### config.mk
export PLATFORM = sky130hd
export DESIGN_NAME = usb_packet_sequencer_flat
export DESIGN_NICKNAME = d
export VERILOG_FILES = /design/src/rtl/usb_packet_sequencer_pkg.sv /design/src/rtl/usb_packet_sequencer_if.sv /design/src/rtl/usb_packet_sequencer_rx_assembler.sv /design/src/rtl/usb_packet_sequencer.sv /design/src/flat_wrapper.sv
export SDC_FILE = /design/constraint.sdc
export NUM_CORES = 1
export LEC_CHECK = 0
export BUFFER_PORTS_ARGS = -buffer_cell sky130_fd_sc_hd__buf_2
export CAP_MARGIN = 10
export CORE_ASPECT_RATIO = 0.7
export CORE_MARGIN = 10
export CORE_UTILIZATION = 51
export DETAILED_ROUTE_END_ITERATION = 8
export HOLD_SLACK_MARGIN = 0.12
export PLACE_DENSITY_LB_ADDON = 0.12
export RECOVER_POWER = 50
export SLEW_MARGIN = 25
export SYNTH_ARGS = -nofsm -noshare
export SYNTH_HDL_FRONTEND = slang
export SYNTH_SLANG_ARGS = --single-unit
### constraint.sdc
create_clock -name clk -period 4.4 [get_ports clk]
set_clock_uncertainty 0.1 [all_clocks]
set_input_delay 0.66 -clock clk [delete_from_list [all_inputs] [get_ports clk]]
set_output_delay 0.66 -clock clk [all_outputs]
set_load 0.05 [all_outputs]
### src/rtl/usb_packet_sequencer_pkg.sv
// Shared types and constants for the USB packet sequencer.
package usb_pkg;
  localparam int BYTE_W = 8;

  typedef enum logic [1:0] {
    TX_IDLE,
    TX_LOAD,
    TX_WAIT_BUSY,
    TX_WAIT_DONE
  } tx_state_t;
endpackage

### src/rtl/usb_packet_sequencer_if.sv
// Byte/word plumbing between the stock datapath, the sequencer and the USB serial engine.
interface usb_packet_sequencer_if
  import usb_pkg::*;
#(
  parameter int BYTES = 4
) ();
  logic                      output_ready;
  logic [BYTE_W*BYTES-1:0]   average_data;
  logic                      tx_busy;
  logic                      tx_load;
  logic [BYTE_W-1:0]         tx_byte;
  logic                      new_packet;
  logic [BYTE_W-1:0]         rx_byte;
  logic [BYTE_W*BYTES-1:0]   stock_data;
  logic                      data_ready;
  logic                      tx_active;

  modport slave (
    input  output_ready, average_data, tx_busy, new_packet, rx_byte,
    output tx_load, tx_byte, stock_data, data_ready, tx_active
  );

  modport master (
    output output_ready, average_data, tx_busy, new_packet, rx_byte,
    input  tx_load, tx_byte, stock_data, data_ready, tx_active
  );
endinterface

### src/rtl/usb_packet_sequencer_rx_assembler.sv
// Collects BYTES received bytes MSB first into one word; drops a partial word after RX_TIMEOUT idle cycles.
module usb_rx_assembler
  import usb_pkg::*;
#(
  parameter int BYTES      = 4,
  parameter int RX_TIMEOUT = 255
) (
  input  logic                      clk,
  input  logic                      rst,
  input  logic                      new_packet,
  input  logic [BYTE_W-1:0]         rx_byte,
  output logic [BYTE_W*BYTES-1:0]   stock_data,
  output logic                      data_ready
);
  localparam int WORD_W = BYTE_W * BYTES;
  localparam int CNT_W  = (BYTES > 1) ? $clog2(BYTES) : 1;
  localparam int TMR_W  = $clog2(RX_TIMEOUT + 1);
  localparam logic [CNT_W-1:0] LAST_CNT = CNT_W'(BYTES - 1);

  logic [WORD_W-1:0] shift_q, shift_d;
  logic [CNT_W-1:0]  rx_cnt_q, rx_cnt_d;
  logic [TMR_W-1:0]  timer_q, timer_d;
  logic [WORD_W-1:0] stock_q, stock_d;
  logic              ready_q, ready_d;
  logic              timed_out;
  logic [WORD_W-1:0] base_word;
  logic [CNT_W-1:0]  base_cnt;
  logic [WORD_W-1:0] assembled;

  always_comb begin
    shift_d   = shift_q;
    rx_cnt_d  = rx_cnt_q;
    timer_d   = timer_q;
    stock_d   = stock_q;
    ready_d   = 1'b0;
    timed_out = (rx_cnt_q != '0) && (timer_q == TMR_W'(RX_TIMEOUT - 1));
    // A byte arriving in the timeout cycle starts a fresh word rather than extending the stale one.
    base_word = timed_out ? '0 : shift_q;
    base_cnt  = timed_out ? '0 : rx_cnt_q;
    assembled = (base_word << BYTE_W) | WORD_W'(rx_byte);

    if (new_packet) begin
      timer_d = '0;
      if (base_cnt == LAST_CNT) begin
        stock_d  = assembled;
        ready_d  = 1'b1;
        rx_cnt_d = '0;
        shift_d  = '0;
      end else begin
        shift_d  = assembled;
        rx_cnt_d = base_cnt + CNT_W'(1);
      end
    end else if (rx_cnt_q != '0) begin
      if (timed_out) begin
        rx_cnt_d = '0;
        timer_d  = '0;
        shift_d  = '0;
      end else begin
        timer_d = timer_q + TMR_W'(1);
      end
    end
  end

  always_ff @(posedge clk or posedge rst) begin
    if (rst) begin
      shift_q  <= '0;
      rx_cnt_q <= '0;
      timer_q  <= '0;
      stock_q  <= '0;
      ready_q  <= 1'b0;
    end else begin
      shift_q  <= shift_d;
      rx_cnt_q <= rx_cnt_d;
      timer_q  <= timer_d;
      stock_q  <= stock_d;
      ready_q  <= ready_d;
    end
  end

  assign stock_data = stock_q;
  assign data_ready = ready_q;
endmodule

### src/rtl/usb_packet_sequencer.sv
// Serialises averaged words to the USB transmitter MSB first and hands assembled RX words to the stock path.
module usb_packet_sequencer
  import usb_pkg::*;
#(
  parameter int BYTES      = 4,
  parameter int RX_TIMEOUT = 255
) (
  input  logic                   clk,
  input  logic                   rst,
  usb_packet_sequencer_if.slave  bus
);
  localparam int WORD_W = BYTE_W * BYTES;
  localparam int IDX_W  = (BYTES > 1) ? $clog2(BYTES) : 1;
  localparam logic [IDX_W-1:0] LAST_IDX = IDX_W'(BYTES - 1);

  tx_state_t         state_q, state_d;
  logic [IDX_W-1:0]  idx_q, idx_d;
  logic [WORD_W-1:0] word_q, word_d;
  logic              pend_q, pend_d;
  logic [WORD_W-1:0] pend_word_q, pend_word_d;
  logic [BYTE_W-1:0] tx_byte_q, tx_byte_d;

  function automatic logic [BYTE_W-1:0] sel_byte(input logic [WORD_W-1:0] w,
                                                  input logic [IDX_W-1:0]  i);
    logic [BYTE_W-1:0] r;
    r = '0;
    for (int b = 0; b < BYTES; b++) begin
      if (i == IDX_W'(b)) r = w[BYTE_W*(BYTES-1-b) +: BYTE_W];
    end
    return r;
  endfunction

  always_comb begin
    state_d     = state_q;
    idx_d       = idx_q;
    word_d      = word_q;
    pend_d      = pend_q;
    pend_word_d = pend_word_q;
    tx_byte_d   = tx_byte_q;

    case (state_q)
      TX_IDLE: begin
        // A fresh strobe is newer than anything pending, so it wins.
        if (bus.output_ready) begin
          word_d  = bus.average_data;
          pend_d  = 1'b0;
          state_d = TX_LOAD;
        end else if (pend_q) begin
          word_d  = pend_word_q;
          pend_d  = 1'b0;
          state_d = TX_LOAD;
        end
      end
      TX_LOAD:      state_d = TX_WAIT_BUSY;
      TX_WAIT_BUSY: if (bus.tx_busy) state_d = TX_WAIT_DONE;
      TX_WAIT_DONE: begin
        if (!bus.tx_busy) begin
          if (idx_q == LAST_IDX) begin
            idx_d   = '0;
            state_d = TX_IDLE;
          end else begin
            idx_d   = idx_q + IDX_W'(1);
            state_d = TX_LOAD;
          end
        end
      end
      default: state_d = TX_IDLE;
    endcase

    if (state_q != TX_IDLE && bus.output_ready) begin
      pend_d      = 1'b1;
      pend_word_d = bus.average_data;
    end

    // tx_byte is registered so it holds steady between loads, including after the last byte.
    if (state_d == TX_LOAD) tx_byte_d = sel_byte(word_d, idx_d);
  end

  always_ff @(posedge clk or posedge rst) begin
    if (rst) begin
      state_q     <= TX_IDLE;
      idx_q       <= '0;
      word_q      <= '0;
      pend_q      <= 1'b0;
      pend_word_q <= '0;
      tx_byte_q   <= '0;
    end else begin
      state_q     <= state_d;
      idx_q       <= idx_d;
      word_q      <= word_d;
      pend_q      <= pend_d;
      pend_word_q <= pend_word_d;
      tx_byte_q   <= tx_byte_d;
    end
  end

  assign bus.tx_load   = (state_q == TX_LOAD);
  assign bus.tx_active = (state_q != TX_IDLE);
  assign bus.tx_byte   = tx_byte_q;

  usb_rx_assembler #(
    .BYTES      (BYTES),
    .RX_TIMEOUT (RX_TIMEOUT)
  ) u_rx (
    .clk        (clk),
    .rst        (rst),
    .new_packet (bus.new_packet),
    .rx_byte    (bus.rx_byte),
    .stock_data (bus.stock_data),
    .data_ready (bus.data_ready)
  );
endmodule

### src/flat_wrapper.sv
// flat-port wrapper written by rule: the top's interface ports become plain ports
module usb_packet_sequencer_flat import usb_pkg::*;
#(
  parameter int BYTES      = 4,
  parameter int RX_TIMEOUT = 255
)
  (clk, rst, bus_output_ready, bus_average_data, bus_tx_busy, bus_new_packet, bus_rx_byte, bus_tx_load, bus_tx_byte, bus_stock_data, bus_data_ready, bus_tx_active);
  usb_packet_sequencer_if #(.BYTES(BYTES)) bus_i ();
  input  logic clk;
  input  logic rst;
  input wire logic [$bits(bus_i.output_ready)-1:0] bus_output_ready;
  input wire logic [$bits(bus_i.average_data)-1:0] bus_average_data;
  input wire logic [$bits(bus_i.tx_busy)-1:0] bus_tx_busy;
  input wire logic [$bits(bus_i.new_packet)-1:0] bus_new_packet;
  input wire logic [$bits(bus_i.rx_byte)-1:0] bus_rx_byte;
  output wire logic [$bits(bus_i.tx_load)-1:0] bus_tx_load;
  output wire logic [$bits(bus_i.tx_byte)-1:0] bus_tx_byte;
  output wire logic [$bits(bus_i.stock_data)-1:0] bus_stock_data;
  output wire logic [$bits(bus_i.data_ready)-1:0] bus_data_ready;
  output wire logic [$bits(bus_i.tx_active)-1:0] bus_tx_active;
  assign bus_i.output_ready = bus_output_ready;
  assign bus_i.average_data = bus_average_data;
  assign bus_i.tx_busy = bus_tx_busy;
  assign bus_i.new_packet = bus_new_packet;
  assign bus_i.rx_byte = bus_rx_byte;
  assign bus_tx_load = bus_i.tx_load;
  assign bus_tx_byte = bus_i.tx_byte;
  assign bus_stock_data = bus_i.stock_data;
  assign bus_data_ready = bus_i.data_ready;
  assign bus_tx_active = bus_i.tx_active;
  usb_packet_sequencer #(.BYTES(BYTES), .RX_TIMEOUT(RX_TIMEOUT)) u_core (.clk(clk), .rst(rst), .bus(bus_i));
endmodule
# ---- Yosys cells after proc, flatten, opt, wreduce, memory -nomap -nowiden
# Cells that the tools add are included.
# Widths: inputs -> output; s select.
dict set report totals {
  in_bits 45
  out_inout_bits 43
  reg_bits 144
}
dict set report classes {
  bitwise 1
  mux 31
  n_eq_ne 10
  n_reduce_logical 9
  n_addsub 3
}
# operator count
set op_table {}
lappend op_table {{$mux 24} 4}
lappend op_table {{$mux 32} 3}
lappend op_table {{$mux 8} 7}
lappend op_table {{$or 32x8->32} 1}
lappend op_table {{$mux 2} 11}
lappend op_table {{$eq 2x2->1 const B} 6}
lappend op_table {{$add 8x1->8 const B} 1}
lappend op_table {{$eq 8x8->1 const B} 1}
lappend op_table {{$pmux 2 s4} 1}
lappend op_table {{$reduce_bool 2->1} 4}
lappend op_table {{$eq 2x1->1 const B} 3}
lappend op_table {{$mux 1} 5}
lappend op_table {{$add 2x1->2 const B} 2}
lappend op_table {{$logic_not 2->1} 2}
lappend op_table {{$logic_and 1x1->1} 2}
lappend op_table {{$reduce_and 2->1} 1}

# ---- Longest topological paths before layout
dict set report depth {
  word_depth 9
  ltp_mapped 11
  ltp_nobuf 9
}

# ---- By module
# Synthesis repeated with hierarchy kept, for this count alone.
dict set report hier_totals {
  hier_cells 631
  hier_area_um2 6646.4
}
# mod area_each_um2 instances cells_per_inst
set modules_own_cells {}
lappend modules_own_cells {usb_packet_sequencer 3712.3 1 335}
lappend modules_own_cells {usb_rx_assembler 2934.1 1 296}

# ---- Worst setup path after synthesis
# Ideal clock, no wire load.
dict set report synth_path {
  path_type {reg-to-reg}
  start {register u_core.u_rx.timer_q[2]}
  end {register u_core.u_rx.stock_q[0] (netlist: u_core.u_rx.stock_data[0])}
  period_less_slack_ns 2.529
  path_slack_ns 1.871
  setup_ns 0.125
  path_stages_with_launch 9
  arrival_time_ns 2.304
  cell_sequence {dfrtp_1 nand4_1 nor4_2 buf_2 nor2b_1 ha_1 nand2_1 clkbuf_1 mux2_2}
}
dict set report synth_between {
  elab_chain_cells 5
}
# element line_no
set synth_rtl {}
lappend synth_rtl {{start: declaration} usb_packet_sequencer_rx_assembler.sv:22} ;# logic [TMR_W-1:0] timer_q, timer_d;
lappend synth_rtl {{start signal: assignment} usb_packet_sequencer_rx_assembler.sv:74} ;# timer_q <= timer_d;
lappend synth_rtl {{$eq 8x8->1} usb_packet_sequencer_rx_assembler.sv:36} ;# timed_out = (rx_cnt_q != '0) && (timer_q == TMR_W'(RX_TIMEOUT - 1));
lappend synth_rtl {{$logic_and 1x1->1} usb_packet_sequencer_rx_assembler.sv:36}
lappend synth_rtl {{$mux 2} -}
lappend synth_rtl {{$eq 2x2->1} usb_packet_sequencer_rx_assembler.sv:44} ;# if (base_cnt == LAST_CNT) begin
lappend synth_rtl {{$reduce_and 2->1 (no line)} -}
lappend synth_rtl {{end signal: assignment} usb_packet_sequencer_rx_assembler.sv:75} ;# stock_q <= stock_d;
lappend synth_rtl {{end: declaration} usb_packet_sequencer_rx_assembler.sv:23} ;# logic [WORD_W-1:0] stock_q, stock_d;
# No other way between the ends.
# A chain may end at the register's enable or synchronous reset.

# ---- Final worst setup path
dict set report layout_path {
  start {register u_core.state_q[0]}
  end {register u_core.tx_byte_q[7] (netlist: u_core.bus.tx_byte[7])}
}
# element line_no
set layout_rtl {}
lappend layout_rtl {{start: declaration} usb_packet_sequencer.sv:16} ;# tx_state_t state_q, state_d;
lappend layout_rtl {{start signal: assignment} usb_packet_sequencer.sv:88} ;# state_q <= state_d;
lappend layout_rtl {{$logic_not 2->1} usb_packet_sequencer.sv:41} ;# case (state_q)
lappend layout_rtl {{$mux 32} usb_packet_sequencer.sv:41}
lappend layout_rtl {{net u_core.word_d[31]} usb_packet_sequencer.sv:18} ;# logic [WORD_W-1:0] word_q, word_d;
lappend layout_rtl {{$mux 8 (4 in series)} usb_packet_sequencer.sv:28} ;# if (i == IDX_W'(b)) r = w[BYTE_W*(BYTES-1-b) +: BYTE_W];
lappend layout_rtl {{end signal: assignment} usb_packet_sequencer.sv:93} ;# tx_byte_q <= tx_byte_d;
lappend layout_rtl {{end: declaration} usb_packet_sequencer.sv:21} ;# logic [BYTE_W-1:0] tx_byte_q, tx_byte_d;
# The timed path passes the listed nets, and every way through them passes these cells.

==> out/qor.txt <==
Sequential share of power - 0.377
Final nets - 638
Setup CP Type - reg2reg
Type of origin of the critical path - flip-flop
N_diodes - 0
WL/cell - 19.8 um
R2r setup slk - 1.50 ns
Worst path arrival time - 3.13 ns
Share of layout cells above drive strength 1 - 0.272
EDFF count, synth - 0
Worst-path clk slew - 0.06 ns
Final Routed Wirelength - 15.0 mm
PD cells - 810 nW/um^2
Gate power share - 0.394
Sw Share - 0.416
Area Growth Syn to Fin - 17.3%
Final core utilization - 0.611
CTS max path bufs - 2
Sw power - 0.00242 W
Most common cell after layout, fill and taps aside - dfrtp_1
HP Class - in2async
Setup_tns - 0 ns
Tot GR Track Use - 0.181
Clk Latency, worst-skew pair - 0.41 ns
Synth warn - 0
Dpl cells - 727
Async S/R FF share, synth - 1.00
H-tree level count - 4
Register bit total from synthesis - 144
Largest net degree at the start of global routing - 78
R2r endpoint - u_core.bus.tx_byte[7]
DRC Markers - 0
Drt pass-1 iters - 4
Sequential area share after synthesis - 0.590
TritonCTS clock tree - built
DP HPWL - 10.4 mm
Most frequent cells in the layout - dfrtp_1 (144), buf_2 (75), o22ai_1 (45)
Slew Viols, Final - 113
Inserted Clock Buffers - 17
Cell area after layout - 7170 um^2
Slew of the pin with the lowest slew margin - 1.90 ns
First-pass GRT wire length - 24.4 mm
ANT nets after route - 0
Total setup buffers inserted after CTS - 0
Clk root buf - clkbuf_16
Setup slack after layout - 1.50 ns
Non-filler cells, final - 757
Placed cell area - 6670 um^2
Clk sink count - 144
Initial DRC Count - 341
Maximum VDD drop - 334 uV
Synthesized area per cell - 12.0 um^2
Setup Viol. Count Final - 0
Critical Path End Type - flip-flop
Leakage - 3.23 nW
RR Startpoint - u_core.state_q[0]
Cts hold-fix bufs - 0
# IOs - 88
Worst EP required - 4.63 ns
RSZ-0062 raised after global routing - no
Netlist cell types - 42
Initial Util - 0.521
Final number of hold-violating endpoints - 0
CTS resizes - 0
Syn Inst Count - 509
FMAX - 345 MHz
CP Max Fanout - 34
Die Height - 112 um
Clock power frac - 0.230
Site Rows - 33
Vias in the first global route - 4482
Buffers added on ports - 87
Internal Power - 0.00339 W
Outcome - finished, violations left
Crit share post-route - 0.659
Max Cap Violations - 2
Main synth FF type - dfrtp_1
Vias per Instance - 5.80
Mapped cell area - 6110 um^2
Failing checks - max-capacitance violations, max-slew violations
Synth Net Count - 558
Grt total ovfl - 0
Initial antenna violation count - 0
DIE AREA - 16800 um^2
Pre-CTS setup slack - 1.72 ns
Placer Congestion - 0.868
Vias post-DR - 4387
Core footprint - 11700 um^2
Horiz. Die Dim - 151 um
Fin crit period - 2.90 ns
Slew headroom - -0.268
Reg2Reg Depth - 6
Critical Path Start - u_core.state_q[0]
==> final cells by class <==
| class | count | area [um^2] |
|---|---|---|
| Fill cell | 987 | 4560 |
| Sequential cell | 144 | 3600 |
| Multi-Input combinational cell | 317 | 2300 |
| Timing Repair Buffer | 95 | 474 |
| Clock buffer | 17 | 425 |
| Tap cell | 157 | 196 |
| Clock inverter | 13 | 118 |
| Inverter | 14 | 53.8 |
==> metal layers <==
metal	vias up	global-route usage	wire [um]
met5	-	0	0
met4	0	0.0601	182
met3	16	0.0663	1390
met2	139	0.235	6300
met1	2187	0.271	7110
li1	2045	-	-
==> power groups by stage <==
stage                     Clock, W  Combinational (W)  Sequential (W)
after floorplan                  0            0.00123         0.00265
after global placement           0            0.00224         0.00218
after detailed placement         0            0.00231         0.00219
after CTS                  0.00136            0.00231         0.00218
after global routing       0.00142            0.00247         0.00225
final                      0.00133            0.00228         0.00219
==> worst max-delay path by stage <==
stage | end | slack [ns] | cells past startpoint
floorplan | u_core.bus.tx_byte[0] | 1.83 | 1
global placement | u_core.u_rx.shift_q[23] | 1.81 | 8
detailed placement | u_core.u_rx.shift_q[23] | 1.72 | 8
CTS | u_core.u_rx.shift_q[23] | 1.73 | 8
global route | u_core.bus.tx_byte[0] | 1.25 | 6
finish | u_core.bus.tx_byte[7] | 1.50 | 6
==> registers in the layout, summed over array words and instances (netlist names) <==
signal	cells
u_core.u_rx.rx_cnt_q	2
u_core.u_rx.timer_q	8
u_core.u_rx.shift_q	24
u_core.u_rx.stock_data	32
u_core.pend_q	1
u_core.word_q	32
u_core.idx_q	2
u_core.pend_word_q	32
u_core.state_q	2
u_core.bus.tx_byte	8
u_core.u_rx.data_ready	1
==> cells in the mapped netlist (all sizes together) (9+ instances only) <==
library cell / instances / area [um^2]
a22oi: 14 / 105
dfrtp: 144 / 3600
nand3b: 16 / 120
a21oi: 40 / 200
mux2: 42 / 473
nor2: 20 / 90.1
o22ai: 46 / 294
a22o: 32 / 280
buf: 14 / 75.1
nand2b: 17 / 106
a21o: 9 / 67.6
inv: 14 / 52.6
nand2: 19 / 71.3
clkbuf: 20 / 75.1
==> critical path, cell delays in order (launching register included) <==
cell,delay (ns)
dfrtp_1,0.46
nor2_1,0.17
clkbuf_1,1.21
o22ai_1,0.16
a21oi_1,0.32
a22oi_1,0.18
a22oi_1,0.22
==> per-stage QoR <==
| stage | hold WS [ns] | total power, W |
|---|---|---|
| 6_report | 0.214 | 0.00580 |
| 5_1_grt | 0.246 | 0.00614 |
| 4_1_cts | 0.126 | 0.00585 |
| 3_5_place_dp | 0.367 | 0.00450 |
| 3_3_place_gp | 0.358 | 0.00442 |
| 2_1_floorplan | 0.339 | 0.00388 |
==> cells by family after synthesis <==
family,synth area share
AOI/OAI and AO/OA,0.191
and+or+nand+nor,0.0895
buffers and inverters,0.0332
muxes,0.0774
DFF,0.590
adders and majority gates,0.00819
xor gates and xnor gates,0.0115
Power figures use the tool's default switching activity.
